## config.mk

```make
export PLATFORM = sky130hd
export DESIGN_NAME = dmem_port_arbiter
export DESIGN_NICKNAME = d
export VERILOG_FILES = /design/src/rtl/dmem_port_arbiter.sv
export SDC_FILE = /design/constraint.sdc
export NUM_CORES = 1
export LEC_CHECK = 0
export ABC_AREA = 1
export CELL_PAD_IN_SITES_DETAIL_PLACEMENT = 1
export CELL_PAD_IN_SITES_GLOBAL_PLACEMENT = 1
export CORE_ASPECT_RATIO = 0.9
export CORE_MARGIN = 2
export CORE_UTILIZATION = 27
export CTS_BUF_LIST = sky130_fd_sc_hd__clkbuf_4
export DETAILED_ROUTE_END_ITERATION = 8
export PLACE_DENSITY_LB_ADDON = 0.1
export SETUP_SLACK_MARGIN = 0.05
export SLEW_MARGIN = 20
export SYNTH_ARGS = -nofsm -noshare
export SYNTH_HDL_FRONTEND = slang
export SYNTH_SLANG_ARGS = --single-unit
export TNS_END_PERCENT = 20
```

## constraint.sdc

```tcl
create_clock -name i_clk -period 1.3 [get_ports i_clk]
set_input_delay 0.39 -clock i_clk [delete_from_list [all_inputs] [get_ports i_clk]]
set_output_delay 0.39 -clock i_clk [all_outputs]
set_load 0.05 [all_outputs]
```

## src/rtl/dmem_port_arbiter.sv

```systemverilog
// Serialises slot-1/slot-2 load/store requests onto a single-ported data memory.
// Program order is kept by always servicing the older slot (slot 1) first.
module dmem_port_arbiter #(
  parameter int unsigned ADDR_W  = 8,
  parameter int unsigned DATA_W  = 8,
  parameter int unsigned MEM_LAT = 1
) (
  input  logic              i_clk,
  input  logic              i_reset,
  input  logic              i_req1,
  input  logic              i_we1,
  input  logic [ADDR_W-1:0] i_addr1,
  input  logic [DATA_W-1:0] i_wdata1,
  input  logic              i_req2,
  input  logic              i_we2,
  input  logic [ADDR_W-1:0] i_addr2,
  input  logic [DATA_W-1:0] i_wdata2,
  output logic              o_ack1,
  output logic              o_ack2,
  output logic [DATA_W-1:0] o_rdata1,
  output logic [DATA_W-1:0] o_rdata2,
  output logic              o_stall,
  output logic              o_mem_en,
  output logic              o_mem_we,
  output logic [ADDR_W-1:0] o_mem_addr,
  output logic [DATA_W-1:0] o_mem_wdata,
  input  logic [DATA_W-1:0] i_mem_rdata
);

  localparam logic [2:0] LatCnt = 3'(MEM_LAT);

  typedef enum logic [1:0] {StIdle, StIssue, StWait, StAck} state_e;

  state_e            r_state;
  state_e            w_state_d;
  logic [2:0]        r_cnt;
  logic [2:0]        w_cnt_d;
  logic              w_grant;
  logic              w_capture;

  // Latched request of the slot currently being serviced
  logic              r_slot2;
  logic              r_we;
  logic [ADDR_W-1:0] r_addr;
  logic [DATA_W-1:0] r_wdata;

  logic              r_mem_en;
  logic              r_mem_we;
  logic              r_ack1;
  logic              r_ack2;
  logic [DATA_W-1:0] r_rdata1;
  logic [DATA_W-1:0] r_rdata2;

  logic              w_sel2;
  logic              w_we_sel;
  logic [ADDR_W-1:0] w_addr_sel;
  logic [DATA_W-1:0] w_wdata_sel;

  // Slot 1 wins whenever it requests; no round-robin.
  assign w_sel2      = ~i_req1;
  assign w_we_sel    = i_req1 ? i_we1    : i_we2;
  assign w_addr_sel  = i_req1 ? i_addr1  : i_addr2;
  assign w_wdata_sel = i_req1 ? i_wdata1 : i_wdata2;

  always_ff @(posedge i_clk) begin
    if (i_reset) begin
      r_state <= StIdle;
    end else begin
      r_state <= w_state_d;
    end
  end

  always_comb begin
    w_state_d = r_state;
    w_cnt_d   = r_cnt;
    w_grant   = 1'b0;
    w_capture = 1'b0;
    unique case (r_state)
      StIdle: begin
        if (i_req1 || i_req2) begin
          w_grant   = 1'b1;
          w_state_d = StIssue;
        end
      end
      StIssue: begin
        if (r_we) begin
          w_state_d = StAck;
        end else begin
          w_cnt_d   = LatCnt;
          w_state_d = StWait;
        end
      end
      StWait: begin
        if (r_cnt == 3'd1) begin
          w_capture = 1'b1;
          w_state_d = StAck;
        end else begin
          w_cnt_d = r_cnt - 3'd1;
        end
      end
      StAck: begin
        w_state_d = StIdle;
      end
      default: begin
        w_state_d = StIdle;
      end
    endcase
  end

  always_ff @(posedge i_clk) begin
    if (i_reset) begin
      r_cnt    <= '0;
      r_slot2  <= 1'b0;
      r_we     <= 1'b0;
      r_addr   <= '0;
      r_wdata  <= '0;
      r_mem_en <= 1'b0;
      r_mem_we <= 1'b0;
      r_ack1   <= 1'b0;
      r_ack2   <= 1'b0;
      r_rdata1 <= '0;
      r_rdata2 <= '0;
    end else begin
      r_cnt    <= w_cnt_d;
      r_mem_en <= w_grant;
      r_mem_we <= w_grant & w_we_sel;
      // Slot is stable on any transition into StAck, so it decodes the pulse directly
      r_ack1   <= (w_state_d == StAck) && !r_slot2;
      r_ack2   <= (w_state_d == StAck) && r_slot2;
      if (w_grant) begin
        r_slot2 <= w_sel2;
        r_we    <= w_we_sel;
        r_addr  <= w_addr_sel;
        r_wdata <= w_wdata_sel;
      end
      if (w_capture) begin
        if (r_slot2) begin
          r_rdata2 <= i_mem_rdata;
        end else begin
          r_rdata1 <= i_mem_rdata;
        end
      end
    end
  end

  // Address/data stay at the last issued values while the strobe is low
  assign o_mem_en    = r_mem_en;
  assign o_mem_we    = r_mem_we;
  assign o_mem_addr  = r_addr;
  assign o_mem_wdata = r_wdata;
  assign o_ack1      = r_ack1;
  assign o_ack2      = r_ack2;
  assign o_rdata1    = r_rdata1;
  assign o_rdata2    = r_rdata2;
  assign o_stall     = (i_req1 & ~r_ack1) | (i_req2 & ~r_ack2);

endmodule

```

; ---- Yosys cells after proc, flatten, opt, wreduce, memory -nomap -nowiden
; Index checks and enable logic that the tools add are counted.
[classes]
add_sub_neg = 1
n_eq_ne = 7
n_mux = 14
n_bitwise = 8
reduce_logical = 9
[op_table]
columns = cell, count
row1 = two-way mux 8 bit, 2
row2 = one-hot mux 2 bit (4 select lines), 1
row3 = "== test 2 bit, second input constant", 3
row4 = two-way mux 1 bit, 6
row5 = two-way mux 3 bit, 2
row6 = one-hot mux 3 bit (2 select lines), 1
row7 = two-way mux 2 bit, 2
row8 = "!= test 2 bit, second input constant", 2
row9 = NOT 1 bit, 4
row10 = AND reduction 2 bit, 2
row11 = AND 1 bit, 3
row12 = "== test 3 x 1 -> 1 bit, second input constant", 1
row13 = AND reduction 3 bit, 1
row14 = "subtractor 3 x 1 -> 3 bit, second input constant", 1
row15 = "== test 2 x 1 -> 1 bit, second input constant", 1
row16 = logical AND 1 bit, 2
row17 = logical NOT 2 bit, 1
row18 = nonzero test 2 bit, 1
row19 = logical NOT 1 bit, 1
row20 = logical OR 1 bit, 1
row21 = bitwise OR 1 bit, 1
[word_totals]
ff_bits = 43
input_bits = 46
output_inout_bits = 37
wordCells = 51

; ---- Depth between registers and ports, before layout
; Gate-level depths: netlist of the first run.
[logic_depth]
depth_word = 5
depth_mapped = 8
depth_no_buf = 8

; ---- Worst setup path before layout of the first run
; OpenSTA, ideal clock, no wires.
[synth_path]
path_type = in2out
startpoint = in i_req1
endpoint = out o_stall
arrival_time_ns = 1.452
path_slack_ns = -0.542
path_stages = 4
n_path_buf = 2
cell_sequence = buf_6 > inv_1 > buf_6 > o22ai_1
[synth_via]
elab_chain_cells = 2
[synth_lines]
columns = item, line
row1 = start: declaration, 10  ; input logic i_req1,
row2 = AND 1 bit, 155  ; assign o_stall = (i_req1 & ~r_ack1) | (i_req2 & ~r_ack2);
row3 = bitwise OR 1 bit, 155
row4 = end: declaration, 22  ; output logic o_stall,
; No other way between the ends.

; ---- Worst setup path in the final report of the first run
[layout_path]
startpoint = reg r_ack1 (netlist: o_ack1)
endpoint = out o_stall
[layout_via]
elab_chain_cells = 3
[layout_lines]
columns = item, line
row1 = start: declaration, 49  ; logic r_ack1;
row2 = start signal: assignment, 128  ; r_ack1 <= (w_state_d == StAck) && !r_slot2;
row3 = NOT 1 bit, 155
row4 = AND 1 bit, 155
row5 = bitwise OR 1 bit, 155
; No other way between the ends.

==> impl_metrics.py, run 1 <==
metrics = {
    "status": {
        "status": "finished, violations left",
        "violations": "setup timing",
    },
    "setup_path": {
        "r2r_start": "r_state[0]$_SDFF_PP0_",
        "timing.rr.end": "r_state[0]$_SDFF_PP0_",
        "cp_max_fo": 2,
        "crit_arrival_ns": 1.05,
        "reg2reg_depth": 8,
        "timing.critical_path.cells": "o22ai_4 -> buf_12",
        "rrSetupSlack_ns": -0.01,
        "start_kind": "register",
        "max_stage_delay_ns": 0.37,
        "worstSetupPathType": "register to output pin",
        "cp-end-kind": "output pin",
        "slowest_stage": "dfxtp_4",
        "required_ns": 0.91,
    },
    "grt": {
        "overflow": 0,
        "grt_max_degree": 36,
        "antenna_found_initial": 0,
        "grt_pass1_wl_um": 10600,
        "track_usage": 0.171,
        "grt_pass1_vias": 2204,
    },
    "sta": {
        "max-slew-margin-rel": 0.845,
        "period_share": 1.11,
        "tightest_slew_ns": 0.231,
        "skew_ns": 0.00984,
        "layout_setup_ws_ns": -0.140,
        "drv_slew": 0,
        "rsz0062_at_grt": "yes",
        "fmax_mhz": 694,
        "hold_violations": 0,
        "finalSetupViolCount": 5,
        "fin_setup_tns_ns": -0.264,
        "period_needed_ns": 1.44,
    },
    "finish": {
        "nets": 423,
        "mostFrequentLayoutCells": "72 x nor2_1, 63 x nand2_1, 43 x clkdlybuf4s50_1, 39 x buf_12, 26 x dfxtp_2",
        "drive_above_1_share": 0.411,
        "multi_input_area_um2": 1030,
        "nFillCells": 765,
        "syn_to_final_growth_pct": 94.8,
        "mostFrequentLayoutCell": "nor2_1",
        "ff_latch_area_um2": 942,
        "diodes": 0,
    },
    "yosys": {
        "postSynthAreaPerCell_um2": 7.12,
        "yosysSeqAreaShare": 0.455,
        "synth_seq_cells": 43,
        "synth_fp_nets": 318,
        "netlist_area_um2": 1890,
        "synth_top_area_cell": "dfxtp_1",
        "ys_warn_count": 0,
        "synth_cells": 266,
        "synth_area_leaders": "dfxtp_1 45%, nor2_1 15%, nand2_1 13%",
        "synth_top_area_frac": 0.455,
        "synth_cell_types": 21,
    },
    "route": {
        "drc_errors": 0,
        "detail_route.vias_per_cell": 4.41,
        "antenna_left": 0,
        "drt_wl_total_um": 6190,
        "drtPass1Iterations": 4,
        "vias": 2039,
        "wire_per_inst_um": 13.4,
        "drtIter0Drc": 38,
    },
    "clock_network": {
        "path_clk_slew_ns": 0.13,
        "cts.htree.levels": 2,
        "clockBufferDepth": 2,
        "clock-root-buffer": "clkbuf_4",
        "insertion_delay_ns": 0.35,
        "numCtsBuffers": 5,
        "cts_tree": "built",
        "cts.sinks": 43,
    },
    "floorplan": {
        "rows": 28,
        "dieWidth_um": 92.3,
        "core_area_um2": 6690,
        "die_area_um2": 7700,
        "io_pins": 83,
        "start_util": 0.283,
        "die_y_um": 83.4,
    },
    "pwr": {
        "cellLeakagePower_nw": 1.58,
        "ir_drop_mv": 0.633,
        "powerDensity_nw_per_um2": 1900,
        "power_mw": 7.02,
    },
    "hold_path": {
        "hold_depth": 2,
        "hold_class": "register to register",
        "holdCritStartpoint": "r_cnt[2]$_SDFFE_PP0P_",
        "hold-path-endpoint": "r_cnt[2]$_SDFFE_PP0P_",
    },
    "placed_design": {
        "port-buffer-count": 82,
        "place_congestion": 0.737,
        "dp_hpwl_um": 4510,
    },
    "flow_run": {
        "cap_viol_max_count": 0,
    },
}
worst max path at each step:
| stage | startpoint | endpoint | slack, ns | depth (start not counted) |
|---|---|---|---|---|
| after floorplan | i_req1 | o_stall | -0.09 | 4 |
| after global placement | i_req1 | r_we$_SDFFE_PP0P_ | -0.50 | 6 |
| after detailed placement | i_req1 | r_we$_SDFFE_PP0P_ | -0.56 | 6 |
| after CTS | o_ack1$_SDFF_PP0_ | o_stall | -0.16 | 2 |
| after global routing | o_ack1$_SDFF_PP0_ | o_stall | -0.19 | 2 |
| final | o_ack1$_SDFF_PP0_ | o_stall | -0.14 | 2 |
through the flow:
stage	std cells	hold slack, ns	util	cell area [um^2]	worst slack, ns
finish	462	0.495	0.551	3690	-0.140
CTS	459	0.499	0.530	3550	-0.163
global route	462	0.518	0.551	3690	-0.188
global placement	449	0.457	0.497	3330	-0.500
floorplan	266	0.444	-	1920	-0.0886
detailed placement	449	0.479	0.497	3330	-0.560
logic make-up after synthesis:
family	Yosys count	synth area share
adders and majority gates	6	0.0397
and+or+nand+nor	148	0.313
buffers and inverters	28	0.0773
AOI/OAI and AO/OA	41	0.115
DFF	43	0.455
flip-flops by register name (all words and copies together) (netlist names), 2 cells and up:
name	flops
o_rdata2	8
o_mem_wdata	8
r_state	2
o_rdata1	8
r_cnt	3
o_mem_addr	8
layout make-up:
type                            instances  share of cell area
Multi-Input combinational cell        195               0.280
Clock inverter                          3              0.0105
Tap cell                               90              0.0305
Sequential cell                        43               0.256
Clock buffer                            5              0.0102
Timing Repair Buffer                  109               0.393
Inverter                               17              0.0207
routing by layer:
layer  track usage  vias up  wire length (um)  share of wire
met3        0.0535        4               410          0.066
met2         0.297       53              3000           0.48
met4        0.0366        0                45         0.0073
met5             0        -                 0              0
li1              -     1038                 -              -
met1         0.207      944              2730           0.44
power by group:
group / internal (mW) / total, mW / switching (mW)
sequential: 1.73 / 2.08 / 0.347
combinational: 1.94 / 4.10 / 2.16
clock: 0.396 / 0.841 / 0.445
total: 4.07 / 7.02 / 2.95
what timing repair did:
item,in CTS,in global routing
hold buffers,0,0
pin swaps,12,24
setup endpoints to repair,78,78
setup buffers,2,3
resized for setup,72,47
synthesized netlist by cell type:
cell      number
nand3_1        3
nand3_4        1
inv_4          1
o21ai_0       34
dfxtp_1       43
buf_4          4
ha_1           6
buf_6          2
nor2_4         2
nand4_1        1
inv_2          3
inv_1         13
o21ai_1        1
o22ai_1        1
clkbuf_4       1
buf_2          4
nor2_1        74
o21ai_4        1
a21oi_1        4
nand2_1       66
nor2_2         1
critical path: cells and delay by family (launching register included):
family,cells,cell delay (ns)
AOI/OAI and AO/OA,1,0.16
DFF,1,0.37
buffers and inverters,1,0.16
Note: power is estimated with default switching activity, not from simulation.
==> run 2, diff against run 1 <==
--- a/config.mk
+++ b/config.mk
@@ -5,12 +5,11 @@
 export SDC_FILE = /design/constraint.sdc
 export NUM_CORES = 1
 export LEC_CHECK = 0
-export ABC_AREA = 1
 export CELL_PAD_IN_SITES_DETAIL_PLACEMENT = 1
 export CELL_PAD_IN_SITES_GLOBAL_PLACEMENT = 1
 export CORE_ASPECT_RATIO = 0.9
 export CORE_MARGIN = 2
-export CORE_UTILIZATION = 27
+export CORE_UTILIZATION = 28
 export CTS_BUF_LIST = sky130_fd_sc_hd__clkbuf_4
 export DETAILED_ROUTE_END_ITERATION = 8
 export PLACE_DENSITY_LB_ADDON = 0.1
==> run 2 against run 1 <==
  * The flow still finishes with violations (setup timing)
  * Combinational power hardly changed
  * Core utilization is 2.1 points higher
  * Clock-buffer cell count stayed put
  * Final cell count is 14% lower
  * Synthesized cell count is 23% lower
  * Global-route usage is 0.73 points lower
  * Total power is 0.62% higher
  * Final area is 2.7% higher
  * Sequential share of layout area is 0.83 points lower
  * Sequential cell count stayed put
  * Synthesized area is 2.0% higher
==> impl_metrics.py, run 2 <==
metrics = {
    "grt": {
        "grt_max_degree": 22,
        "grt_pass1_vias": 2049,
        "overflow": 0,
        "antenna_found_initial": 0,
        "track_usage": 0.164,
        "grt_pass1_wl_um": 10100,
    },
    "setup_path": {
        "cp_max_fo": 2,
        "r2r_start": "r_state[0]$_SDFF_PP0_",
        "max_stage_delay_ns": 0.38,
        "worstSetupPathType": "register to output pin",
        "start_kind": "register",
        "reg2reg_depth": 5,
        "slowest_stage": "dfxtp_4",
        "cp-end-kind": "output pin",
        "crit_arrival_ns": 1.05,
        "required_ns": 0.91,
        "startpoint": "o_ack1$_SDFF_PP0_",
        "timing.critical_path.cells": "o22ai_4 -> buf_12",
    },
    "pwr": {
        "p_sw_frac": 0.406,
        "seqPwrFrac": 0.292,
        "pwr-share-comb": 0.582,
        "ir_drop_mv": 0.975,
        "pwr-share-clk": 0.126,
        "internal-power_mw": 4.19,
        "powerDensity_nw_per_um2": 1860,
        "cellLeakagePower_nw": 1.45,
        "p_sw_mw": 2.87,
        "power_mw": 7.06,
    },
    "yosys": {
        "yosys-top-cells-count": "43 x dfxtp_1, 26 x nand2_1, 18 x nor2_1",
        "synth_seq_cells": 43,
        "synth_top_area_frac": 0.446,
        "synth_area_leaders": "dfxtp_1 45%, mux2i_1 8.8%, a211oi_2 8.4%",
        "synth_edf_count": 0,
        "netlist_area_um2": 1930,
        "synth_cells": 204,
        "yosysMostFrequentCell": "dfxtp_1",
        "synth_cell_types": 33,
        "yosysSeqAreaShare": 0.446,
        "ys_warn_count": 0,
        "async_reset_ff_frac": 0,
        "synth_top_area_cell": "dfxtp_1",
        "synth_fp_nets": 256,
        "postSynthAreaPerCell_um2": 9.47,
        "synth_ff_type": "dfxtp_1",
    },
    "finish": {
        "nFillCells": 687,
        "multi_input_area_um2": 1150,
        "post-route-util": 0.572,
        "nets": 357,
        "diodes": 0,
        "ff_latch_area_um2": 936,
        "mostFrequentLayoutCell": "clkdlybuf4s50_1",
        "drive_above_1_share": 0.523,
        "mostFrequentLayoutCells": "42 x clkdlybuf4s50_1, 39 x buf_12, 27 x dfxtp_2, 26 x nand2_1, 19 x buf_4",
        "syn_to_final_growth_pct": 96.0,
    },
    "floorplan": {
        "die_y_um": 82.8,
        "rows": 28,
        "dieWidth_um": 91.6,
        "core_area_um2": 6620,
        "io_pins": 83,
        "die_area_um2": 7580,
        "start_util": 0.292,
    },
    "sta": {
        "hold_ws_ns": 0.332,
        "tightest_slew_ns": 0.349,
        "hold_violations": 0,
        "rsz0062_at_grt": "yes",
        "period_share": 1.11,
        "period_needed_ns": 1.44,
        "finalSetupViolCount": 24,
        "max-slew-margin-rel": 0.765,
        "drv_slew": 0,
        "skew_ns": 0.0146,
        "fmax_mhz": 695,
        "layout_setup_ws_ns": -0.139,
    },
    "placed_design": {
        "dp_hpwl_um": 4270,
        "port-buffer-count": 82,
        "place_congestion": 0.820,
    },
    "hold_path": {
        "hold_depth": 2,
        "hold_class": "input port to register",
        "holdCritStartpoint": "i_reset",
    },
    "route": {
        "detail_route.vias_per_cell": 4.70,
        "drc_errors": 0,
        "drtIter0Drc": 48,
        "wire_per_inst_um": 16.1,
        "drtPass1Iterations": 3,
        "drt_wl_total_um": 6390,
        "vias": 1862,
        "antenna_left": 0,
    },
    "flow_run": {
        "cap_viol_max_count": 0,
    },
    "clock_network": {
        "cts.sinks": 43,
        "insertion_delay_ns": 0.35,
        "numCtsBuffers": 5,
        "cts_tree": "built",
        "clockBufferDepth": 2,
        "cts.htree.levels": 2,
        "cts_hold_buf": 0,
        "clock-root-buffer": "clkbuf_4",
        "path_clk_slew_ns": 0.14,
    },
    "status": {
        "status": "finished, violations left",
        "violations": "setup timing",
    },
}
## run 2: cell types whose count changed after synthesis, moves of 3 or more
cell | previous run | this run
nand2_1 | 66 | 26
nor2_1 | 74 | 18
nor3_1 | 0 | 6
a211oi_1 | 0 | 5
inv_2 | 3 | 0
o21ai_0 | 34 | 10
a21oi_1 | 4 | 17
mux2i_1 | 0 | 17
inv_1 | 13 | 6
a211oi_2 | 0 | 13
nand3_1 | 3 | 0
## run 2: cell type report
cell class | count | area share
clock buffers | 5 | 0.00991
clock inverters | 3 | 0.0116
inverters | 6 | 0.00727
multi-input cells | 139 | 0.304
flip-flops and latches | 43 | 0.247
well taps | 90 | 0.0297
repair buffers | 110 | 0.390
## run 2: worst paths after layout
kind	to	slack [ns]
setup / recovery	o_stall	-0.14
setup reg to reg	r_cnt[2]$_SDFFE_PP0P_	-0.14
hold reg to reg	o_rdata2[7]$_SDFFE_PP0P_	0.49
hold / removal	r_state[1]$_SDFF_PP0_	0.33
## run 2: cells by family (layout without fill, tap and decap cells)
group / Yosys count / in the layout / synth area share
compound gates: 51 / 51 / 0.196
fa+ha+maj: 6 / 6 / 0.0389
mux: 18 / 18 / 0.0939
simple gates: 64 / 64 / 0.161
buf+inv: 22 / 124 / 0.0641
flops: 43 / 43 / 0.446
## run 2: metrics by stage
| stage | TNS (ns) | std cells | setup slack [ns] | cell area, um^2 |
|---|---|---|---|---|
| after floorplan | -0.122 | 204 | -0.0677 | 1980 |
| after global placement | -10.03 | 381 | -0.470 | 3350 |
| after detailed placement | -10.88 | 381 | -0.491 | 3350 |
| after CTS | -1.73 | 391 | -0.151 | 3550 |
| after global routing | -4.14 | 396 | -0.200 | 3790 |
| final | -1.45 | 396 | -0.139 | 3790 |
## run 2: worst max-delay path: cells and delay by family (launching register included)
family | cells | cell delay (ns)
AO/OA/AOI/OAI | 1 | 0.16
buffers and inverters | 1 | 0.16
flip-flops | 1 | 0.38
## run 2: layer usage
metal  GRT usage  wire, um  vias to the layer above  share of wire
met5           0         0                        -              0
met4      0.0344        24                        0         0.0038
met3      0.0526       344                        2          0.054
met2       0.278      3160                       40           0.49
met1       0.202      2860                      903           0.45
li1            -         -                      917              -
## run 2: timing repair
item / in CTS / in global routing
hold endpoints to repair: 0 / 0
setup endpoints to repair: 78 / 76
setup buffers: 1 / 4
gates resized for setup: 61 / 46
cloned: 1 / 1
pin swaps: 5 / 24
## run 2: power groups by stage
stage / Clock [mW] / Combinational [mW] / Sequential, mW
global placement: 0 / 3.35 / 1.95
detailed placement: 0 / 3.39 / 1.97
global route: 0.982 / 4.37 / 2.10
CTS: 0.911 / 3.67 / 2.00
floorplan: 0 / 1.24 / 2.56
finish: 0.891 / 4.11 / 2.06
